==> config.mk <==
export PLATFORM = sky130hd
export DESIGN_NAME = wb_arbiter
export DESIGN_NICKNAME = d
export VERILOG_FILES = /design/src/rtl/wb_arbiter.sv
export SDC_FILE = /design/constraint.sdc
export NUM_CORES = 1
export LEC_CHECK = 0
export BUFFER_PORTS_ARGS = -buffer_cell sky130_fd_sc_hd__buf_2
export CAP_MARGIN = 40
export CORE_MARGIN = 4
export CORE_UTILIZATION = 56
export CTS_CLUSTER_DIAMETER = 150
export DETAILED_ROUTE_END_ITERATION = 7
export PLACE_DENSITY = 0.95
export SYNTH_ARGS = -nofsm -noshare
export SYNTH_HDL_FRONTEND = slang
export SYNTH_SLANG_ARGS = --single-unit
==> constraint.sdc <==
create_clock -name clk -period 12.15 [get_ports clk]
set_input_delay 1.8225 -clock clk [delete_from_list [all_inputs] [get_ports clk]]
set_output_delay 1.8225 -clock clk [all_outputs]
set_load 0.005 [all_outputs]
==> src/rtl/wb_arbiter.sv <==
// Write-back arbiter: one pending slot each for ALU, JAL link and load return,
// merged onto a single register-file write port with age-based grant.
module wb_arbiter #(
   parameter int LINK_REG = 31,
   parameter int WAIT_SAT = 7
) (
   input  logic               clk,
   input  logic               reset,
   input  logic               alu_valid,
   input  logic [4:0]         alu_rd,
   input  logic signed [31:0] alu_data,
   input  logic               jal_valid,
   input  logic signed [31:0] jal_pc_plus1,
   input  logic               mem_valid,
   input  logic [4:0]         mem_rd,
   input  logic signed [31:0] mem_data,
   output logic               alu_ready,
   output logic               jal_ready,
   output logic               mem_ready,
   output logic               rf_we,
   output logic [4:0]         rf_waddr,
   output logic signed [31:0] rf_wdata,
   output logic               wb_busy
);

   localparam int         N_SRC    = 3;
   localparam logic [4:0] LINK_RD  = 5'(LINK_REG);
   localparam logic [2:0] WAIT_MAX = 3'(WAIT_SAT);

   // slot index order doubles as tie priority: the highest index wins ties
   localparam int SRC_ALU = 0;
   localparam int SRC_JAL = 1;
   localparam int SRC_MEM = 2;

   logic [N_SRC-1:0]   pend_q, pend_d;
   logic [4:0]         rd_q       [N_SRC];
   logic [4:0]         rd_d       [N_SRC];
   logic signed [31:0] data_q     [N_SRC];
   logic signed [31:0] data_d     [N_SRC];
   logic [2:0]         wait_cnt_q [N_SRC];
   logic [2:0]         wait_cnt_d [N_SRC];

   logic [N_SRC-1:0]   req_valid;
   logic [4:0]         req_rd     [N_SRC];
   logic signed [31:0] req_data   [N_SRC];
   logic [N_SRC-1:0]   grant;
   logic [N_SRC-1:0]   ready;
   logic               gnt_any;
   logic [1:0]         gnt_idx;
   logic [2:0]         best_wait;

   always_comb begin
      req_valid          = '0;
      req_valid[SRC_ALU] = alu_valid;
      req_valid[SRC_JAL] = jal_valid;
      req_valid[SRC_MEM] = mem_valid;
      req_rd[SRC_ALU]    = alu_rd;
      req_rd[SRC_JAL]    = LINK_RD;
      req_rd[SRC_MEM]    = mem_rd;
      req_data[SRC_ALU]  = alu_data;
      req_data[SRC_JAL]  = jal_pc_plus1;
      req_data[SRC_MEM]  = mem_data;
   end

   // Oldest pending slot wins; '>=' lets later slots take ties.
   always_comb begin
      gnt_any   = 1'b0;
      gnt_idx   = 2'd0;
      best_wait = 3'd0;
      grant     = '0;
      for (int i = 0; i < N_SRC; i++) begin
         if (pend_q[i] && (!gnt_any || wait_cnt_q[i] >= best_wait)) begin
            gnt_any   = 1'b1;
            gnt_idx   = 2'(i);
            best_wait = wait_cnt_q[i];
         end
      end
      if (gnt_any) begin
         grant[gnt_idx] = 1'b1;
      end
   end

   assign ready     = ~pend_q | grant;
   assign alu_ready = ready[SRC_ALU];
   assign jal_ready = ready[SRC_JAL];
   assign mem_ready = ready[SRC_MEM];
   assign wb_busy   = |pend_q;

   always_comb begin
      rf_we    = 1'b0;
      rf_waddr = 5'd0;
      rf_wdata = 32'sd0;
      if (gnt_any) begin
         rf_we    = (rd_q[gnt_idx] != 5'd0);
         rf_waddr = rd_q[gnt_idx];
         rf_wdata = data_q[gnt_idx];
      end
   end

   always_comb begin
      pend_d     = pend_q;
      rd_d       = rd_q;
      data_d     = data_q;
      wait_cnt_d = wait_cnt_q;
      for (int i = 0; i < N_SRC; i++) begin
         if (req_valid[i] && ready[i]) begin
            pend_d[i]     = 1'b1;
            rd_d[i]       = req_rd[i];
            data_d[i]     = req_data[i];
            wait_cnt_d[i] = 3'd0;
         end else if (grant[i]) begin
            pend_d[i]     = 1'b0;
            wait_cnt_d[i] = 3'd0;
         end else if (pend_q[i] && wait_cnt_q[i] < WAIT_MAX) begin
            wait_cnt_d[i] = wait_cnt_q[i] + 3'd1;
         end
      end
   end

   always_ff @(posedge clk) begin
      if (reset) begin
         pend_q     <= '0;
         rd_q       <= '{default: '0};
         data_q     <= '{default: '0};
         wait_cnt_q <= '{default: '0};
      end else begin
         pend_q     <= pend_d;
         rd_q       <= rd_d;
         data_q     <= data_d;
         wait_cnt_q <= wait_cnt_d;
      end
   end

endmodule

# Yosys cells after proc, flatten, opt, wreduce, memory -nomap -nowiden
# Index checks and enable logic that the tools add are counted.
# totals
register_bits,119
latchBits,0
ramBits,0
rom_bits,0
inputBits,111
out_inout_bits,42
word_cells,72
mem_count,0
# op_classes
n_addsub,3
n_mul,0
div,0
magnitude_cmp,8
eq_ne,0
shift,0
n_mux,25
bitwise,3
reduce_logical,21
# ops
cell,n
32-bit 2-to-1 mux,3
32-bit binary-select mux with 2-bit select,1
5-bit 2-to-1 mux,3
1-bit 2-to-1 mux,12
3-bit OR reduction,4
5-bit binary-select mux with 2-bit select,1
3-bit by 1-bit adder with 3-bit output (second input constant),3
1-bit logical AND,9
3-bit less-than comparator (second input constant),3
3-bit 2-to-1 mux,3
3-bit >= comparator,2
2-bit nonzero test,3
5-bit nonzero test,1
3-bit >= comparator (second input constant),1
2-bit by 3-bit less-than comparator with 1-bit output (second input constant),1
2-bit NOT with 3-bit output,1
3-bit NOT,1
3-bit OR,1
1-bit demux with 2-bit select,1
2-bit by 1-bit >= comparator with 1-bit output (second input constant),1
1-bit logical NOT,2
1-bit logical OR,2
2-bit 2-to-1 mux,1

# Depth between registers and ports, before layout
# logic_depth
ltp_word,17
depth_mapped,20
mapped_depth_nobuf,15

# Worst setup path after synthesis
# No wires, ideal clock.
# synth_timing
kind,reg-to-output
from,register pend_q[0]
to,output port rf_wdata[4]
arrival_time_ns,3.456
setup_slack_ns,6.871
path_stages_with_launch,18
path_buffers,5
cell_sequence,dfxtp_1 clkbuf_1 nand2_1 ha_1 nand2_1 o2111ai_2 and2_1 buf_2 clkbuf_1 o21ai_0 ha_1 nor2b_1 o211ai_1 nand2_1 buf_2 buf_2 nor2_1 a311oi_1
# synth_via
elab_chain_len,14
word_cells_on_any_way,20
cone_classes,2 x order compare; 11 x mux; 1 x bitwise; 6 x reduce/logical
# synth_rtl
element,line,text
from (decl),35,"logic [N_SRC-1:0] pend_q, pend_d;"
from (signal assigned),127,pend_q <= pend_d;
3-bit 2-to-1 mux / 1-bit 2-to-1 mux (equally long branches),72,if (pend_q[i] && (!gnt_any || wait_cnt_q[i] >= best_wait)) begin
3-bit >= comparator / 1-bit logical NOT (equally long branches),72,
1-bit logical OR,72,
1-bit logical AND,72,
3-bit 2-to-1 mux / 1-bit 2-to-1 mux (equally long branches),72,
3-bit >= comparator / 1-bit logical NOT (equally long branches),72,
1-bit logical OR,72,
1-bit logical AND,72,
2-bit 2-to-1 mux,72,
2-bit NOT with 3-bit output (implied by the code),96,rf_wdata = data_q[gnt_idx];
32-bit binary-select mux with 2-bit select,96,
32-bit 2-to-1 mux (implied by the code) (2 in series),96,
32-bit 2-to-1 mux (*),93,if (gnt_any) begin
to (decl),22,"output logic signed [31:0] rf_wdata,"
# Every way passes the cells marked *; elsewhere a longest branch is shown, timed or not. The select of a mux whose other input is x is not followed.

# Worst setup path in the final report
# layout_timing
from,register pend_q[0]
to,output port rf_we
# layout_via
elab_chain_len,15
word_cells_on_any_way,21
cone_classes,2 x order compare; 11 x mux; 1 x bitwise; 7 x reduce/logical
# layout_rtl
element,line,text
3-bit 2-to-1 mux / 1-bit 2-to-1 mux (equally long branches),72,
3-bit >= comparator / 1-bit logical NOT (equally long branches),72,
1-bit logical OR,72,
1-bit logical AND,72,
3-bit 2-to-1 mux / 1-bit 2-to-1 mux (equally long branches),72,
3-bit >= comparator / 1-bit logical NOT (equally long branches),72,
1-bit logical OR,72,
1-bit logical AND,72,
2-bit 2-to-1 mux,72,
2-bit NOT with 3-bit output (implied by the code),94,rf_we = (rd_q[gnt_idx] != 5'd0);
5-bit binary-select mux with 2-bit select,94,
5-bit 2-to-1 mux (implied by the code) (2 in series),94,
5-bit nonzero test,94,
1-bit 2-to-1 mux (*),93,
to (decl),20,"output logic rf_we,"
# Marked as above.

==> flow_results.xml <==
<?xml version="1.0" encoding="UTF-8"?>
<metrics>
  <group name="clock_tree">
    <metric name="clock_latency" unit="ps">520</metric>
    <metric name="ctsHoldBuffers" unit="">0</metric>
    <metric name="root_buffer" unit="">sky130_fd_sc_hd__clkbuf_8</metric>
    <metric name="cts.path.max_buffers" unit="">2</metric>
    <metric name="tritoncts" unit="">built</metric>
    <metric name="cts.repair_timing.setup_buffer_count" unit="">0</metric>
    <metric name="post_cts_resized" unit="">0</metric>
    <metric name="clkSlewWorstSetupHoldPaths" unit="ps">60</metric>
    <metric name="clkSinkCount" unit="">119</metric>
    <metric name="htree_levels" unit="">4</metric>
    <metric name="numCtsBuffers" unit="">17</metric>
  </group>
  <group name="yosys">
    <metric name="synth_top_cell_area_share" unit="">0.446</metric>
    <metric name="post_synth_main_area_contributors" unit="">sky130_fd_sc_hd__dfxtp_1 45%, sky130_fd_sc_hd__mux2i_1 13%, sky130_fd_sc_hd__nand2_1 10%</metric>
    <metric name="postSynth.topFlopCell" unit="">sky130_fd_sc_hd__dfxtp_1</metric>
    <metric name="synth_common_cells" unit="">145 x sky130_fd_sc_hd__nand2_1, 119 x sky130_fd_sc_hd__dfxtp_1, 115 x sky130_fd_sc_hd__nor2_1</metric>
    <metric name="synth_async_sr_flop_share" unit="">0</metric>
    <metric name="post-synth-top-area-cell" unit="">sky130_fd_sc_hd__dfxtp_1</metric>
    <metric name="synth.most_common_cell" unit="">sky130_fd_sc_hd__nand2_1</metric>
    <metric name="post_synth_and_or_nand_nor_area_fraction" unit="">0.214</metric>
    <metric name="synth_fa_ha_area_frac" unit="">0.0211</metric>
    <metric name="synthDistinctLibCells" unit="">33</metric>
    <metric name="synth_sequential_area_ratio" unit="">0.446</metric>
    <metric name="synth.ff_latch_count" unit="">119</metric>
    <metric name="muxShareOfSynthArea" unit="">0.131</metric>
    <metric name="synth_top_family_by_area" unit="">simple AND/OR/NAND/NOR gates</metric>
    <metric name="synth_compound_area_frac" unit="">0.134</metric>
    <metric name="postSynthCellCount" unit="">657</metric>
    <metric name="mappedNetlistNets" unit="">777</metric>
    <metric name="yosys.area_share.xor_xnor" unit="">0.00164</metric>
    <metric name="syn_area_per_cell" unit="sq um">8.12</metric>
    <metric name="synthesis.yosys.warnings" unit="">0</metric>
    <metric name="synth-edff-count" unit="">0</metric>
    <metric name="syn-cell-area" unit="sq mm">0.00534</metric>
  </group>
  <group name="floorplanning">
    <metric name="effective_utilization_at_floorplan" unit="">0.578</metric>
    <metric name="die_area" unit="sq mm">0.0112</metric>
    <metric name="floorplan.die.width" unit="microns">106</metric>
    <metric name="num_io_pins" unit="">153</metric>
    <metric name="die_height" unit="microns">106</metric>
    <metric name="placeableCoreArea" unit="sq mm">0.00924</metric>
    <metric name="std_cell_rows" unit="">35</metric>
  </group>
  <group name="timing">
    <metric name="hold_viol_final" unit="">0</metric>
    <metric name="timing.final.setup_violations" unit="">0</metric>
    <metric name="post_layout_min_period" unit="ps">7020</metric>
    <metric name="sum_neg_setup_slack" unit="ps">0</metric>
    <metric name="timing.final.max_slew_violations" unit="">0</metric>
    <metric name="max_freq" unit="GHz">0.143</metric>
    <metric name="worst-slew-pin-transition" unit="ps">827</metric>
    <metric name="period_share" unit="">0.577</metric>
    <metric name="setup_repair_after_global_routing_missed_its_margin" unit="">no</metric>
    <metric name="worst_clock_skew" unit="ps">9.72</metric>
    <metric name="max-slew-margin-rel" unit="">0.446</metric>
  </group>
  <group name="critical_path">
    <metric name="max_stage_delay" unit="ps">650</metric>
    <metric name="crit_chain" unit="">nand2_1, ha_1, nand2_1, o2111ai_2, and2_1, buf_4, nand2_1, o21ai_0, ha_1, nor2b_1, o211ai_1, nand2_2, buf_16, nor3_1, a31o_2, a41oi_1, buf_2</metric>
    <metric name="rr_endpoint" unit="">rd_q[10]</metric>
    <metric name="setup.worst_path.class" unit="">reg2out</metric>
    <metric name="crit_family" unit="">simple AND/OR/NAND/NOR gates</metric>
    <metric name="crit_path_max_fanout" unit="">35</metric>
    <metric name="worst-path-buf-inv" unit="">3</metric>
    <metric name="worst_r2r_path_depth" unit="">15</metric>
    <metric name="critPathRequiredTime" unit="ps">10330</metric>
    <metric name="crit_path_top_delay_cell" unit="">sky130_fd_sc_hd__dfxtp_1</metric>
    <metric name="crit_arrival" unit="ps">5190</metric>
    <metric name="reg2reg_slack" unit="ps">7190</metric>
    <metric name="cp-startpoint" unit="">pend_q[0]</metric>
    <metric name="start_of_the_worst_register_to_register_path" unit="">pend_q[0]</metric>
    <metric name="critical_path.endpoint_type" unit="">output pin</metric>
    <metric name="timing.critical_path.from_type" unit="">flop</metric>
    <metric name="worst_path_most_repeated_cell" unit="">sky130_fd_sc_hd__nand2_1</metric>
  </group>
  <group name="global_routing">
    <metric name="global_route_wire_length_before_repair" unit="microns">24600</metric>
    <metric name="initial_antenna_violation_count" unit="">0</metric>
    <metric name="grt-ovfl-total" unit="">0</metric>
    <metric name="grt_start_max_net_pins" unit="">64</metric>
    <metric name="number_of_global_route_vias_before_repair" unit="">5255</metric>
    <metric name="overall_routing_resource_usage" unit="">0.274</metric>
  </group>
  <group name="detailed_routing">
    <metric name="wl_per_cell" unit="microns">16.2</metric>
    <metric name="vias_per_cell" unit="">5.54</metric>
    <metric name="detail_route.wirelength.met1" unit="microns">6020</metric>
    <metric name="first_iter_violations" unit="">312</metric>
    <metric name="drcViolationCount" unit="">0</metric>
    <metric name="highest-signal-layer" unit="">met4</metric>
    <metric name="firstDrtPassIters" unit="">5</metric>
    <metric name="ant_nets" unit="">0</metric>
    <metric name="routed_wl" unit="microns">15100</metric>
    <metric name="dr_wl_met3" unit="microns">1410</metric>
    <metric name="dr_total_vias" unit="">5159</metric>
    <metric name="wl_met2" unit="microns">7320</metric>
  </group>
  <group name="min_path">
    <metric name="hold_depth" unit="">2</metric>
    <metric name="worst_hold_path.endpoint" unit="">data_q[11]</metric>
    <metric name="worstHoldStart" unit="">data_q[11]</metric>
    <metric name="min_delay_path_class" unit="">reg2reg</metric>
  </group>
  <group name="cells_and_area">
    <metric name="antenna_cells_inserted" unit="">0</metric>
    <metric name="layout-drive-gt1-share" unit="">0.257</metric>
    <metric name="syn_to_final_growth" unit="%">26.0</metric>
    <metric name="postLayoutCellArea" unit="sq mm">0.00673</metric>
    <metric name="finalNetCount" unit="">910</metric>
    <metric name="instances_no_fill" unit="">932</metric>
  </group>
  <group name="placed_design">
    <metric name="placed_cells_incl_taps" unit="">900</metric>
    <metric name="port_buffer_count" unit="">152</metric>
    <metric name="placement.cell_area" unit="sq mm">0.00612</metric>
    <metric name="place.detailed.hpwl" unit="microns">9720</metric>
    <metric name="place_congestion" unit="">0.826</metric>
  </group>
  <group name="power_and_ir_drop">
    <metric name="p_per_area" unit="mW/mm^2">159</metric>
    <metric name="leakagePower" unit="nW">3.08</metric>
    <metric name="worst_ir_drop_vdd" unit="uV">104</metric>
  </group>
  <group name="outcome">
    <metric name="run_status" unit="">finished clean</metric>
  </group>
  <group name="flow_run">
    <metric name="drv.max_cap_violation_count" unit="">0</metric>
  </group>
</metrics>
[stage by stage]
stage               setup slack (ps)  power, W   util  hold slack (ps)
finish                          5130   0.00107  0.728              455
global route                    4700   0.00110  0.728              473
CTS                             5210   0.00107  0.728              455
detailed placement              5790  0.000569  0.663              447
global placement                5740  0.000564  0.660              442
floorplan                       6870  0.000518      -              437
[power breakdown]
part / total [W] / internal (W) / switching, W / leakage [nW]
clock: 0.000503 / 0.000319 / 0.000185 / 0.284
combinational: 0.000136 / 0.0000585 / 0.0000771 / 1.82
sequential: 0.000429 / 0.000414 / 0.0000156 / 0.980
[tightest hold or removal path, delay by kind of cell, from the launching register on]
| kind | cells | cell delay (ps) |
|---|---|---|
| flops | 1 | 310 |
| simple gates | 1 | 50 |
| compound gates | 1 | 50 |
[sequential cells by signal, indices dropped and copies added (netlist names)]
register    cells
rd_q           11
wait_cnt_q      9
pend_q          3
data_q         96
[layer usage]
layer	up-vias	track usage
met5	-	0
met3	42	0.0710
met1	2375	0.327
met2	249	0.457
met4	0	0.135
li1	2493	-
[layout by cell type (no fill, tap or decap), drive strengths merged]
master,n
a311oi,12
o21ba,1
o21ai,12
o211ai,3
xor2,1
and2,2
a21oi,51
nand3,19
dfxtp,119
ha,9
nor4,3
clkbuf,18
a31oi,18
nor3,5
o211a,1
bufinv,3
buf,161
a31o,4
inv,10
nor2,115
clkinvlp,4
nor2b,2
o2111ai,1
nand2,145
clkinv,6
a41oi,1
a22oi,7
mux2i,70
[layout make-up]
class	instances	area, sq um
clock buffer	18	428
clock inverter	14	174
fill	716	2510
inverter	9	33.8
multi-input combinational	482	2700
sequential	119	2380
tap	129	161
timing repair buffer	161	851
[worst max path at each step]
stage                             end  slack [ps]  cells past startpoint
after floorplan           rf_wdata[4]        6870                     17
after global placement          rf_we        5740                     15
after detailed placement        rf_we        5790                     17
after CTS                       rf_we        5210                     17
after global routing            rf_we        4700                     16
final                           rf_we        5130                     17
[cells by family after synthesis]
group,count (synthesis)
AND/OR/NAND/NOR,291
flip-flops,119
AO/OA/AOI/OAI,111
multiplexers,70
buffers and inverters,56
adder cells (fa/ha/maj),9
XOR/XNOR,1
(Power assumes the default switching activity.)
